<file path="config.mk">
export PLATFORM = sky130hd
export DESIGN_NAME = mc_ctrl_hs_flat
export DESIGN_NICKNAME = d
export VERILOG_FILES = /design/src/rtl/mc_ctrl_pkg.sv /design/src/rtl/mc_ctrl_hs_if.sv /design/src/rtl/mc_ctrl_decode.sv /design/src/rtl/mc_ctrl_hs.sv /design/src/flat_wrapper.sv
export SDC_FILE = /design/constraint.sdc
export NUM_CORES = 1
export LEC_CHECK = 0
export CAP_MARGIN = 20
export CORE_MARGIN = 5
export CORE_UTILIZATION = 47
export CTS_BUF_LIST = sky130_fd_sc_hd__clkbuf_4 sky130_fd_sc_hd__clkbuf_8
export DETAILED_ROUTE_END_ITERATION = 10
export HOLD_SLACK_MARGIN = 0.06
export PLACE_DENSITY = 0.88
export SLEW_MARGIN = 0
export SYNTH_ARGS = -nofsm -noshare
export SYNTH_HDL_FRONTEND = slang
export SYNTH_HIERARCHICAL = 1
export SYNTH_SLANG_ARGS = --single-unit
</file>
<file path="constraint.sdc">
create_clock -name clk -period 3.18 [get_ports clk]
set_input_delay 0.477 -clock clk [delete_from_list [all_inputs] [get_ports clk]]
set_output_delay 0.477 -clock clk [all_outputs]
set_load 0.01 [all_outputs]
</file>
<file path="src/rtl/mc_ctrl_pkg.sv">
// Shared types and encodings for the handshaking multi-cycle MIPS-lite controller.
package mc_ctrl_pkg;

  // FSM state encoding; the value is also exported on the debug state port
  typedef enum logic [2:0] {
    S_FETCH = 3'd0,
    S_DCD   = 3'd1,
    S_EXE   = 3'd2,
    S_MA    = 3'd3,
    S_WB    = 3'd4,
    S_ERR   = 3'd5
  } state_e;

  // Primary opcodes (IR[31:26])
  localparam logic [5:0] OP_RTYPE = 6'h00;
  localparam logic [5:0] OP_J     = 6'h02;
  localparam logic [5:0] OP_JAL   = 6'h03;
  localparam logic [5:0] OP_BEQ   = 6'h04;
  localparam logic [5:0] OP_ADDI  = 6'h08;
  localparam logic [5:0] OP_ADDIU = 6'h09;
  localparam logic [5:0] OP_ORI   = 6'h0D;
  localparam logic [5:0] OP_LUI   = 6'h0F;
  localparam logic [5:0] OP_LB    = 6'h20;
  localparam logic [5:0] OP_LW    = 6'h23;
  localparam logic [5:0] OP_SB    = 6'h28;
  localparam logic [5:0] OP_SW    = 6'h2B;

  // R-type function codes (IR[5:0])
  localparam logic [5:0] FN_JR    = 6'h08;
  localparam logic [5:0] FN_ADDU  = 6'h21;
  localparam logic [5:0] FN_SUBU  = 6'h23;
  localparam logic [5:0] FN_SLT   = 6'h2A;

  typedef enum logic [1:0] {ALU_ADD = 2'b00, ALU_SUB = 2'b01, ALU_OR = 2'b10, ALU_SLT = 2'b11} alu_op_e;
  typedef enum logic [1:0] {EXT_ZERO = 2'b00, EXT_SIGN = 2'b01, EXT_LUI = 2'b10} ext_op_e;
  typedef enum logic [1:0] {NPC_PC4 = 2'b00, NPC_BEQ = 2'b01, NPC_J = 2'b10, NPC_JR = 2'b11} npc_op_e;
  typedef enum logic [1:0] {M2R_ALU = 2'b00, M2R_DM = 2'b01, M2R_PC = 2'b10, M2R_OVF = 2'b11} m2r_sel_e;
  typedef enum logic [1:0] {GPR_RD = 2'b00, GPR_RT = 2'b01, GPR_RA = 2'b10, GPR_R30 = 2'b11} gpr_sel_e;
  typedef enum logic [1:0] {ERR_NONE = 2'b00, ERR_TIMEOUT = 2'b01, ERR_ILLEGAL = 2'b10} err_code_e;

  // One-hot instruction class; all-zero means the instruction is not supported
  typedef struct packed {
    logic addu;
    logic subu;
    logic slt;
    logic jr;
    logic ori;
    logic lw;
    logic lb;
    logic sw;
    logic sb;
    logic beq;
    logic lui;
    logic j;
    logic jal;
    logic addi;
    logic addiu;
  } instr_t;

  // Every datapath control the FSM produces in one cycle
  typedef struct packed {
    logic     im_req;
    logic     dm_req;
    logic     pc_wr;
    logic     ir_wr;
    logic     gpr_wr;
    logic     dm_wr;
    logic     byte_op;
    logic     alu_src;
    logic     alu_sign;
    alu_op_e  alu_op;
    ext_op_e  ext_op;
    npc_op_e  npc_op;
    m2r_sel_e m2r_sel;
    gpr_sel_e gpr_sel;
  } ctrl_t;

  function automatic logic is_load(input instr_t i);
    return i.lw | i.lb;
  endfunction

  function automatic logic is_store(input instr_t i);
    return i.sw | i.sb;
  endfunction

  function automatic logic is_imm_alu(input instr_t i);
    return i.ori | i.lui | i.addi | i.addiu;
  endfunction

endpackage

</file>
<file path="src/rtl/mc_ctrl_hs_if.sv">
// Request/acknowledge bus between the controller and the instruction/data memories.
interface mc_ctrl_hs_if;
  logic im_req;
  logic im_ack;
  logic dm_req;
  logic dm_ack;
  logic dm_wr;
  logic byte_op;

  modport master (output im_req, dm_req, dm_wr, byte_op, input im_ack, dm_ack);
  modport slave  (input im_req, dm_req, dm_wr, byte_op, output im_ack, dm_ack);
endinterface

</file>
<file path="src/rtl/mc_ctrl_decode.sv">
// Combinational opcode/funct decoder: one-hot instruction class plus illegal flag.
module mc_ctrl_decode
  import mc_ctrl_pkg::*;
(
  input  logic [5:0] opcode,
  input  logic [5:0] funct,
  output instr_t     instr,
  output logic       illegal
);

  // Map the IR fields onto exactly one class bit, or none for unsupported encodings
  always_comb begin
    // NOTE: every output gets a default before the case so no path leaves it unassigned (no latch).
    instr = '0;
    case (opcode)
      OP_RTYPE: begin
        case (funct)
          FN_ADDU: instr.addu = 1'b1;
          FN_SUBU: instr.subu = 1'b1;
          FN_SLT:  instr.slt  = 1'b1;
          FN_JR:   instr.jr   = 1'b1;
          default: ;
        endcase
      end
      OP_J:     instr.j     = 1'b1;
      OP_JAL:   instr.jal   = 1'b1;
      OP_BEQ:   instr.beq   = 1'b1;
      OP_ADDI:  instr.addi  = 1'b1;
      OP_ADDIU: instr.addiu = 1'b1;
      OP_ORI:   instr.ori   = 1'b1;
      OP_LUI:   instr.lui   = 1'b1;
      OP_LB:    instr.lb    = 1'b1;
      OP_LW:    instr.lw    = 1'b1;
      OP_SB:    instr.sb    = 1'b1;
      OP_SW:    instr.sw    = 1'b1;
      default:  ;
    endcase
    illegal = (instr == '0);
  end

endmodule

</file>
<file path="src/rtl/mc_ctrl_hs.sv">
// Multi-cycle MIPS-lite control unit with memory handshakes, bus timeout and illegal-instruction trap.
// CNT_W must satisfy 2**CNT_W > TIMEOUT so the wait counter can reach TIMEOUT-1.
module mc_ctrl_hs
  import mc_ctrl_pkg::*;
#(
  parameter bit          IM_HS   = 1'b1,
  parameter bit          DM_HS   = 1'b1,
  parameter int unsigned TIMEOUT = 16,
  parameter int unsigned CNT_W   = 8
) (
  input  logic         clk,
  input  logic         rst,
  input  logic [5:0]   opcode,
  input  logic [5:0]   funct,
  input  logic         zero,
  input  logic         overflow,
  mc_ctrl_hs_if.master mem,
  output logic         pc_wr,
  output logic         ir_wr,
  output logic         gpr_wr,
  output logic         alu_src,
  output logic         alu_sign,
  output logic [1:0]   alu_op,
  output logic [1:0]   ext_op,
  output logic [1:0]   npc_op,
  output logic [1:0]   m2r_sel,
  output logic [1:0]   gpr_sel,
  output logic [2:0]   state,
  output logic [1:0]   err_code
);

  // Counter value seen in the last permitted wait cycle
  localparam logic [CNT_W-1:0] CNT_LAST = CNT_W'(TIMEOUT - 1);

  state_e           state_q, state_d;
  logic [CNT_W-1:0] cnt_q, cnt_d;
  logic             ovf_q, ovf_d;
  err_code_e        err_q, err_d;

  instr_t instr;
  logic   illegal;
  ctrl_t  ctrl_n;
  ctrl_t  ctrl;
  logic   im_done;
  logic   dm_done;

  mc_ctrl_decode u_decode (
    .opcode  (opcode),
    .funct   (funct),
    .instr   (instr),
    .illegal (illegal)
  );

  // A disabled handshake makes the corresponding memory look single-cycle
  assign im_done = mem.im_ack || !IM_HS;
  assign dm_done = mem.dm_ack || !DM_HS;

  // Next-state, wait counter, sticky flags and per-state control outputs
  always_comb begin
    state_d = state_q;
    cnt_d   = '0;
    ovf_d   = ovf_q;
    err_d   = err_q;
    ctrl_n  = '0;

    case (state_q)
      S_FETCH: begin
        ctrl_n.im_req = 1'b1;
        if (im_done) begin
          ctrl_n.ir_wr  = 1'b1;
          ctrl_n.pc_wr  = 1'b1;
          ctrl_n.npc_op = NPC_PC4;
          state_d       = S_DCD;
        end else if (cnt_q == CNT_LAST) begin
          state_d = S_ERR;
          err_d   = ERR_TIMEOUT;
        end else begin
          cnt_d = cnt_q + CNT_W'(1);
        end
      end

      S_DCD: begin
        if (is_load(instr) || is_store(instr) || instr.addi || instr.addiu || instr.beq) begin
          ctrl_n.ext_op = EXT_SIGN;
        end else if (instr.lui) begin
          ctrl_n.ext_op = EXT_LUI;
        end
        if (illegal) begin
          state_d = S_ERR;
          err_d   = ERR_ILLEGAL;
        end else if (instr.j) begin
          ctrl_n.pc_wr  = 1'b1;
          ctrl_n.npc_op = NPC_J;
          state_d       = S_FETCH;
        end else if (instr.jr) begin
          ctrl_n.pc_wr  = 1'b1;
          ctrl_n.npc_op = NPC_JR;
          state_d       = S_FETCH;
        end else if (instr.jal) begin
          state_d = S_WB;
        end else begin
          state_d = S_EXE;
        end
      end

      S_EXE: begin
        ctrl_n.alu_src  = is_imm_alu(instr) | is_load(instr) | is_store(instr);
        ctrl_n.alu_sign = instr.slt | instr.addi;
        // lui passes the shifted immediate through an OR with rs ($0)
        if (instr.subu || instr.beq) begin
          ctrl_n.alu_op = ALU_SUB;
        end else if (instr.ori || instr.lui) begin
          ctrl_n.alu_op = ALU_OR;
        end else if (instr.slt) begin
          ctrl_n.alu_op = ALU_SLT;
        end else begin
          ctrl_n.alu_op = ALU_ADD;
        end
        ovf_d = overflow & instr.addi;
        if (instr.beq) begin
          ctrl_n.pc_wr  = zero;
          ctrl_n.npc_op = NPC_BEQ;
          state_d       = S_FETCH;
        end else if (is_load(instr) || is_store(instr)) begin
          state_d = S_MA;
        end else begin
          state_d = S_WB;
        end
      end

      S_MA: begin
        // dm_wr/byte_op depend only on the IR, so they stay stable for the whole request
        ctrl_n.dm_req  = 1'b1;
        ctrl_n.dm_wr   = is_store(instr);
        ctrl_n.byte_op = instr.lb | instr.sb;
        if (dm_done) begin
          state_d = is_load(instr) ? S_WB : S_FETCH;
        end else if (cnt_q == CNT_LAST) begin
          state_d = S_ERR;
          err_d   = ERR_TIMEOUT;
        end else begin
          cnt_d = cnt_q + CNT_W'(1);
        end
      end

      S_WB: begin
        ctrl_n.gpr_wr = 1'b1;
        state_d       = S_FETCH;
        if (instr.jal) begin
          ctrl_n.gpr_sel = GPR_RA;
          ctrl_n.m2r_sel = M2R_PC;
          ctrl_n.pc_wr   = 1'b1;
          ctrl_n.npc_op  = NPC_J;
        end else if (instr.addi && ovf_q) begin
          // Overflowing addi reports the flag in $30 instead of writing rt
          ctrl_n.gpr_sel = GPR_R30;
          ctrl_n.m2r_sel = M2R_OVF;
        end else if (is_load(instr)) begin
          ctrl_n.gpr_sel = GPR_RT;
          ctrl_n.m2r_sel = M2R_DM;
        end else if (is_imm_alu(instr)) begin
          ctrl_n.gpr_sel = GPR_RT;
          ctrl_n.m2r_sel = M2R_ALU;
        end
      end

      S_ERR: ;

      default: state_d = S_FETCH;
    endcase
  end

  // State register, wait counter and sticky flags with synchronous reset
  always_ff @(posedge clk) begin
    // NOTE: non-blocking assignments so every flop samples the pre-edge value of its _d input.
    if (rst) begin
      state_q <= S_FETCH;
      cnt_q   <= '0;
      ovf_q   <= 1'b0;
      err_q   <= ERR_NONE;
    end else begin
      state_q <= state_d;
      cnt_q   <= cnt_d;
      ovf_q   <= ovf_d;
      err_q   <= err_d;
    end
  end

  // While reset is held every enable, request and select is forced inactive
  assign ctrl = rst ? '0 : ctrl_n;

  assign mem.im_req  = ctrl.im_req;
  assign mem.dm_req  = ctrl.dm_req;
  assign mem.dm_wr   = ctrl.dm_wr;
  assign mem.byte_op = ctrl.byte_op;
  assign pc_wr       = ctrl.pc_wr;
  assign ir_wr       = ctrl.ir_wr;
  assign gpr_wr      = ctrl.gpr_wr;
  assign alu_src     = ctrl.alu_src;
  assign alu_sign    = ctrl.alu_sign;
  assign alu_op      = ctrl.alu_op;
  assign ext_op      = ctrl.ext_op;
  assign npc_op      = ctrl.npc_op;
  assign m2r_sel     = ctrl.m2r_sel;
  assign gpr_sel     = ctrl.gpr_sel;
  assign state       = state_q;
  assign err_code    = err_q;

endmodule

</file>
<file path="src/flat_wrapper.sv">
// flat-port wrapper written by rule: the top's interface ports become plain ports
module mc_ctrl_hs_flat import mc_ctrl_pkg::*;
#(
  parameter bit          IM_HS   = 1'b1,
  parameter bit          DM_HS   = 1'b1,
  parameter int unsigned TIMEOUT = 16,
  parameter int unsigned CNT_W   = 8
)
  (clk, rst, opcode, funct, zero, overflow, pc_wr, ir_wr, gpr_wr, alu_src, alu_sign, alu_op, ext_op, npc_op, m2r_sel, gpr_sel, state, err_code, mem_im_req, mem_dm_req, mem_dm_wr, mem_byte_op, mem_im_ack, mem_dm_ack);
  mc_ctrl_hs_if mem_i ();
  input  logic clk;
  input  logic rst;
  input  logic [5:0] opcode;
  input  logic [5:0] funct;
  input  logic zero;
  input  logic overflow;
  output logic pc_wr;
  output logic ir_wr;
  output logic gpr_wr;
  output logic alu_src;
  output logic alu_sign;
  output logic [1:0] alu_op;
  output logic [1:0] ext_op;
  output logic [1:0] npc_op;
  output logic [1:0] m2r_sel;
  output logic [1:0] gpr_sel;
  output logic [2:0] state;
  output logic [1:0] err_code;
  output wire logic [$bits(mem_i.im_req)-1:0] mem_im_req;
  output wire logic [$bits(mem_i.dm_req)-1:0] mem_dm_req;
  output wire logic [$bits(mem_i.dm_wr)-1:0] mem_dm_wr;
  output wire logic [$bits(mem_i.byte_op)-1:0] mem_byte_op;
  input wire logic [$bits(mem_i.im_ack)-1:0] mem_im_ack;
  input wire logic [$bits(mem_i.dm_ack)-1:0] mem_dm_ack;
  assign mem_im_req = mem_i.im_req;
  assign mem_dm_req = mem_i.dm_req;
  assign mem_dm_wr = mem_i.dm_wr;
  assign mem_byte_op = mem_i.byte_op;
  assign mem_i.im_ack = mem_im_ack;
  assign mem_i.dm_ack = mem_dm_ack;
  mc_ctrl_hs #(.IM_HS(IM_HS), .DM_HS(DM_HS), .TIMEOUT(TIMEOUT), .CNT_W(CNT_W)) u_core (.clk(clk), .rst(rst), .opcode(opcode), .funct(funct), .zero(zero), .overflow(overflow), .mem(mem_i), .pc_wr(pc_wr), .ir_wr(ir_wr), .gpr_wr(gpr_wr), .alu_src(alu_src), .alu_sign(alu_sign), .alu_op(alu_op), .ext_op(ext_op), .npc_op(npc_op), .m2r_sel(m2r_sel), .gpr_sel(gpr_sel), .state(state), .err_code(err_code));
endmodule
</file>
==> Word-level counts from Yosys, hierarchy flattened <==
Cells that the tools add are included.
{ "word_totals": {"ff_bits": 14, "in_bits": 18, "out_inout_bits": 24, "word_cells": 118} }
{ "op_classes": {"addsub": 1, "n_eq_ne": 24, "muxes": 67, "bitwise": 10, "reduce_logical": 12} }
{ "op_table": {"columns": ["op", "count"], "rows": [
  ["== test 6 bit (second input constant)", 7],
  ["2-to-1 mux 3 bit", 11],
  ["2-to-1 mux 2 bit", 16],
  ["== test 6 x 4 -> 1 bit (second input constant)", 5],
  ["2-to-1 mux 1 bit", 26],
  ["2-to-1 mux 8 bit", 3],
  ["2-to-1 mux 4 bit", 5],
  ["2-to-1 mux 19 bit", 1],
  ["one-hot mux 8 bit (2 select lines)", 1],
  ["logical NOT 15 bit", 1],
  ["one-hot mux 3 bit (5 select lines)", 1],
  ["== test 6 x 2 -> 1 bit (second input constant)", 2],
  ["one-hot mux 2 bit (3 select lines)", 2],
  ["OR 1 bit", 9],
  ["adder 8 x 1 -> 8 bit (second input constant)", 1],
  ["== test 8 x 4 -> 1 bit (second input constant)", 1],
  ["== test 3 x 2 -> 1 bit (second input constant)", 2],
  ["== test 3 bit (second input constant)", 2],
  ["== test 6 x 3 -> 1 bit (second input constant)", 1],
  ["logical NOT 6 bit", 1],
  ["logical OR 1 bit", 6],
  ["inequality test 2 bit (second input constant)", 2],
  ["one-hot mux 1 bit (4 select lines)", 1],
  ["AND reduction 4 bit", 1],
  ["6 further kinds", 6]
]} }

==> Depth between registers and ports, before layout <==
Gate-level depths: netlist of run 1.
{ "depth": {"ltp_word": 11, "ltp_mapped": 9, "depth_no_buf": 8} }

==> By module <==
The synthesis of run 1 kept the hierarchy.
{ "modules_own_cells": {"columns": ["module", "n_inst", "cells_each", "area_per_inst_um2", "seq_area_each_um2"], "rows": [
  ["mc_ctrl_hs", 1, 133, 1032.2, 280.3],
  ["mc_ctrl_decode", 1, 44, 254.0, 0.0]
]} }

==> Least setup slack after synthesis of run 1 <==
No wires, ideal clock.
{ "synth_timing": {"path_type": "input -> output", "from": "in opcode[3]", "to": "out pc_wr", "t_arrival_ns": 2.600, "t_required_ns": 2.703, "setup_slack_ns": 0.103, "path_stages": 9, "n_path_buf": 1, "cell_sequence": "buf_6 -> or4_4 -> or4_4 -> o21ai_1 -> a22oi_1 -> nand2b_1 -> nor3_1 -> a21oi_1 -> a221oi_1"} }
{ "synth_via": {"word_cells_on_any_way": 32} }
{ "synth_rtl": {"columns": ["element", "line_no", "text"], "rows": [
  ["from (decl)", "flat_wrapper.sv:13", "input logic [5:0] opcode;"],
  ["== test 6 x 4 -> 1 bit, or another cell as far along", "mc_ctrl_decode.sv:15", "case (opcode)"],
  ["2-to-1 mux 1 bit / 2-to-1 mux 4 bit (equally long branches)", "mc_ctrl_decode.sv:15", null],
  ["logical NOT 15 bit (*)", "mc_ctrl_decode.sv:38", "illegal = (instr == '0);"],
  ["via u_core.illegal", "mc_ctrl_hs.sv:41", "logic illegal;"],
  ["2-to-1 mux 1 bit (*)", "mc_ctrl_hs.sv:88", "if (illegal) begin"],
  ["one-hot mux 1 bit (4 select lines) (*)", "mc_ctrl_hs.sv:66", "case (state_q)"],
  ["2-to-1 mux 19 bit (*)", "mc_ctrl_hs.sv:190", "assign ctrl = rst ? '0 : ctrl_n;"],
  ["to (decl)", "flat_wrapper.sv:17", "output logic pc_wr;"]
]} }
The timed path passes the listed nets; every way through them passes the cells marked *.

==> Worst setup path after layout of run 1 <==
Ends and elaborated chain as after synthesis.

==> flow_summary.yaml, run 1 <==
outcome:
  status: "complete, no violations"
cts:
  insertion_delay_ns: 0.28
  cts_hold_buf: 0
  numCtsBuffers: 3
  clockBufferDepth: 2
  htreeDepth: 1
  cts_tree: "done"
  clock-sinks: 14
  root_buffer: "clkbuf_4"
  path_clk_slew_ns: 0.09
setup_path:
  cp-start-kind: "primary input"
  endpoint_kind: "primary output"
  endpoint: "pc_wr"
  crit_arrival_ns: 2.70
  rr_worst_depth: 4
  critPathKind: "primary input to primary output"
  cp-startpoint: "opcode[3]"
  crit_fanout: 3
  critPathRequiredTime_ns: 2.70
  reg2reg_from: "u_core/state[0]"
  r2r_setup_slack_ns: 1.40
  r2r-end: "u_core/state[1]"
synth:
  yosys_warnings: 6
  syn_nets: 195
  netlist_area_um2: 1280
  avgSynthCellArea_um2: 7.29
  postSynthCellCount: 176
floorplan:
  die-area_um2: 3870
  io_pins: 42
  initial_core_util: 0.477
  fp.dieW_um: 62.2
  rows: 19
  dieHeight_um: 62.2
  coreArea_um2: 2690
final_layout:
  antenna_cells: 0
  finalNonFillerCells: 272
  nets: 261
  fin_util: 0.722
  syn2layout_area_growth_pct: 51.3
  drive_gt1_frac: 0.257
sta:
  tightest_slew_ns: 0.525
  rsz0062_at_grt: "yes"
  hold_violations: 0
  finalCritPeriodShare: 0.998
  max_freq_mhz: 315
  finalSetupViolCount: 0
  clock_skew_ns: 0.000881
  holdWs_ns: 0.475
  period_minus_slack_ns: 3.17
  setup_slack_ns: 0.00627
  tns_ns: 0
  slew_headroom: 0.646
  maxSlewViolCount: 0
global_route:
  track_usage: 0.201
  grtUsageMet2: 0.329
  top_usage_layer: "met2"
  gr-total-overflow: 0
  gr-usage-met3: 0.0523
  grt_first_pass_wirelength_um: 6800
  grt_max_degree: 19
  grt_pass1_vias: 1553
  grt_util_met1: 0.267
  grt_antenna_before_repair: 0
power_and_ir_drop:
  vdd_ir_drop_max_mv: 0.416
  power_density_nw_per_um2: 249
  p_leak_nw: 0.744
routing:
  vias: 1579
  drtIter0Drc: 109
  wl_per_cell_um: 14.3
  drc: 0
  wl_um: 3900
  dr.pass1.iters: 4
  via_per_inst: 5.81
  antenna_left: 0
worst_hold_path:
  min_path_type: "flop to flop"
place:
  routabilityCongestion: 0.899
  port_buffers: 41
  dpl.cell_count: 266
  pre_cts_ws_ns: -0.777
  dp_hpwl_um: 2940
flow_run:
  maxCapViolCount: 0
## cells in the final DEF (no fill, tap or decap), types with 2 or more instances in the layout
| cell type | instances |
|---|---|
| nor2_1 | 34 |
| clkdlybuf4s50_1 | 29 |
| buf_4 | 28 |
| nand2_1 | 14 |
| dfxtp_1 | 14 |
| a21oi_1 | 10 |
| nor3_1 | 7 |
| nor2b_1 | 6 |
| nor3b_1 | 6 |
| or4_4 | 5 |
| o21ai_0 | 5 |
| buf_2 | 4 |
| nand3_1 | 4 |
| and2_1 | 4 |
| or3_1 | 4 |
| clkbuf_4 | 3 |
| dlygate4sd2_1 | 3 |
| nor4_1 | 3 |
| nand2b_1 | 3 |
| inv_1 | 3 |
| xor2_1 | 3 |
| clkdlybuf4s15_1 | 2 |
| a221oi_2 | 2 |
| or2_2 | 2 |
| and4_1 | 2 |
| nand4b_1 | 2 |
| a31oi_1 | 2 |
| nand3b_1 | 2 |
| xnor2_1 | 2 |
| a22oi_1 | 2 |
| nand4_1 | 2 |
## timing repair
action / CTS / global route
setup endpoints to repair: 8 / 4
gates resized for setup: 38 / 6
setup buffers: 1 / 1
pin swaps: 6 / 1
## flip-flops by register name (all words and copies together), names as in the netlist
name,flops
u_core/cnt_q,8
u_core/err_code,2
u_core/ovf_q,1
u_core/state,3
## power breakdown
group	total (mW)	internal [mW]	switching (mW)	leakage (nW)
clock	0.129	0.0697	0.0598	0.0210
combinational	0.162	0.0840	0.0782	0.609
sequential	0.192	0.182	0.0103	0.114
## per-stage QoR
stage	area [um^2]	total power [mW]
2_1_floorplan	1280	0.278
3_3_place_gp	1850	0.345
6_report	1940	0.484
5_1_grt	1940	0.515
3_5_place_dp	1850	0.348
4_1_cts	1920	0.480
## worst max-delay path, stage by stage
cell and delay [ns]:
buf_2 0.11, or4_4 0.52, or4_4 0.56, o21ai_2 0.14, a22oi_2 0.11, nand2b_4 0.17, nor3_4 0.17, a21oi_2 0.06
a221oi_2 0.22, buf_2 0.16
## worst min path at each step
| stage | from | endpoint | slack (ns) | cells past startpoint |
|---|---|---|---|---|
| final | u_core/cnt_q[0] | u_core/cnt_q[0] | 0.48 | 1 |
| after global routing | u_core/cnt_q[0] | u_core/cnt_q[0] | 0.52 | 1 |
| after CTS | u_core/cnt_q[0] | u_core/cnt_q[0] | 0.48 | 1 |
| after detailed placement | u_core/cnt_q[0] | u_core/cnt_q[0] | 0.46 | 1 |
| after global placement | u_core/cnt_q[0] | u_core/cnt_q[0] | 0.45 | 1 |
| after floorplan | u_core/cnt_q[0] | u_core/cnt_q[0] | 0.43 | 1 |
## area by class of cell
class / count / area [um^2]
multi-input cells: 151 / 978
fillers: 201 / 746
repair buffers: 69 / 596
flip-flops and latches: 14 / 280
well taps: 31 / 38.8
clock buffers: 4 / 36.3
inverters: 3 / 11.3
## layer usage
metal	routed length, um	part of all wire
met5	0	0
met4	19	0.0049
met3	328	0.084
met2	1850	0.47
met1	1710	0.44
No activity file was read; power rests on OpenSTA's default activity.
==> run 2: changes to the inputs <==
==> constraint.sdc (replaced) <==
create_clock -name clk -period 3.18 [get_ports clk]
set_input_delay 0.636 -clock clk [delete_from_list [all_inputs] [get_ports clk]]
set_output_delay 0.636 -clock clk [all_outputs]
set_load 0.01 [all_outputs]
==> run 2 against run 1 <==
The run now ends with setup timing left. Via count grew 4.7%. Clock skew grew 0.0018 ns. Total power grew 3.7%. Wire length grew 19%. Die area is the same. Clock power is essentially flat. Worst setup slack lost 0.28 ns. Design area grew 5.9%. Global-route usage grew 2.7 points. Sequential power is essentially flat. Critical path type unchanged. Largest cell class unchanged.
==> flow_summary.yaml, run 2 (synthesized netlist as in run 1, its figures left out) <==
power_and_ir_drop:
  p_leak_nw: 0.848
  finalPower_mw: 0.502
  vdd_ir_drop_max_mv: 0.381
  power_density_nw_per_um2: 244
cts:
  htreeDepth: 1
  insertion_delay_ns: 0.28
  clockBufferDepth: 2
  numCtsBuffers: 3
  root_buffer: "clkbuf_4"
  path_clk_slew_ns: 0.08
  clock-sinks: 14
  cts_tree: "done"
final_layout:
  finalNonFillerCells: 282
  largest_reg_flops: 8
  final_cell_mix: "38 x buf_4, 28 x nor2_1, 23 x clkdlybuf4s50_1"
  drive_gt1_frac: 0.347
  syn2layout_area_growth_pct: 60.2
  final_common_cell: "buf_4"
  fin_area_um2: 2050
  fin_util: 0.765
  nets: 271
  antenna_cells: 0
  regMostFlops: "u_core/cnt_q"
floorplan:
  dieHeight_um: 62.2
  coreArea_um2: 2690
  fp.dieW_um: 62.2
  die-area_um2: 3870
  rows: 19
  initial_core_util: 0.477
  io_pins: 42
flow_run:
  maxCapViolCount: 0
sta:
  clock_skew_ns: 0.00265
  tightest_slew_ns: 0.552
  max_freq_mhz: 289
  finalCritPeriodShare: 1.09
  rsz0062_at_grt: "yes"
  tns_ns: -0.606
  period_minus_slack_ns: 3.46
  finalSetupViolCount: 3
  maxSlewViolCount: 0
  hold_violations: 0
  setup_slack_ns: -0.276
  slew_headroom: 0.628
  holdWs_ns: 0.468
routing:
  dr.pass1.iters: 4
  wl_per_cell_um: 16.5
  via_per_inst: 5.87
  drc: 0
  wl_um: 4640
  antenna_left: 0
  drtIter0Drc: 138
  vias: 1654
outcome:
  status: "complete, but fails checks"
  violations: "setup timing"
global_route:
  grt_max_degree: 14
  grt_first_pass_wirelength_um: 7460
  gr-total-overflow: 0
  grt_antenna_before_repair: 0
  grt_pass1_vias: 1557
  track_usage: 0.228
place:
  place_area_um2: 1890
  port_buffers: 41
  dp_hpwl_um: 3200
  dpl.cell_count: 271
  pre_cts_ws_ns: -1.13
  routabilityCongestion: 0.944
setup_path:
  crit_fanout: 3
  cp-start-kind: "primary input"
  reg2reg_from: "u_core/state[1]"
  critPathKind: "primary input to primary output"
  cp-startpoint: "opcode[5]"
  critPathRequiredTime_ns: 2.54
  crit_arrival_ns: 2.82
  endpoint_kind: "primary output"
worst_hold_path:
  min_path_type: "flop to flop"
  worstHoldStart: "u_core/cnt_q[0]"
-- run 2: cell types whose count changed in the layout (fill, tap and decap cells not counted), sizes merged --
cell,before,now
dlymetal6s2s,1,4
clkdlybuf4s50,29,23
clkdlybuf4s15,2,1
buf,33,48
clkbuf,5,4
-- run 2: layer usage --
metal	wire length, um	global-route usage
met1	2090	0.291
met2	2060	0.370
met3	349	0.0595
met4	145	0.0678
met5	0	0
-- run 2: path summary, 6_finish.rpt --
path                          end  slack (ns)  depth (start not counted)
setup reg to reg  u_core/state[2]        1.34                          5
setup / recovery            pc_wr       -0.28                         10
hold reg to reg   u_core/cnt_q[0]        0.47                          1
hold / removal    u_core/cnt_q[0]        0.47                          1
-- run 2: report_power, final --
group | internal, mW | switching, mW
combinational | 0.0932 | 0.0919
sequential | 0.182 | 0.00673
clock | 0.0697 | 0.0585
total | 0.345 | 0.157
-- run 2: final cells by class --
cell class / instances / area, um^2
flip-flops and latches: 14 / 280
well taps: 31 / 38.8
clock buffers: 4 / 36.3
inverters: 3 / 11.3
multi-input cells: 151 / 1020
fillers: 181 / 632
repair buffers: 79 / 666
-- run 2: critical path, stage by stage --
cell and delay (ns):
buf_6 0.09, or4_4 0.54, or4_4 0.45, o21ai_2 0.15, a22oi_2 0.11, nand2b_4 0.17
nor3_4 0.19, a21oi_2 0.07, a221oi_2 0.23, buf_2 0.17
-- run 2: repair_timing --
item,CTS,global route
gates resized for setup,68,8
hold buffers,0,0
endpoints found under the setup margin,14,11
pin swaps,11,10
setup buffers,4,3
==> run 3: changes to the inputs <==
--- a/config.mk
+++ b/config.mk
@@ -10,7 +10,7 @@
 export CORE_UTILIZATION = 47
 export CTS_BUF_LIST = sky130_fd_sc_hd__clkbuf_4 sky130_fd_sc_hd__clkbuf_8
 export DETAILED_ROUTE_END_ITERATION = 10
-export HOLD_SLACK_MARGIN = 0.06
+export HOLD_SLACK_MARGIN = 0.05
 export PLACE_DENSITY = 0.88
 export SLEW_MARGIN = 0
 export SYNTH_ARGS = -nofsm -noshare
==> results of run 3 <==
No change in the layout: final DEF, timing and power equal those of run 2.
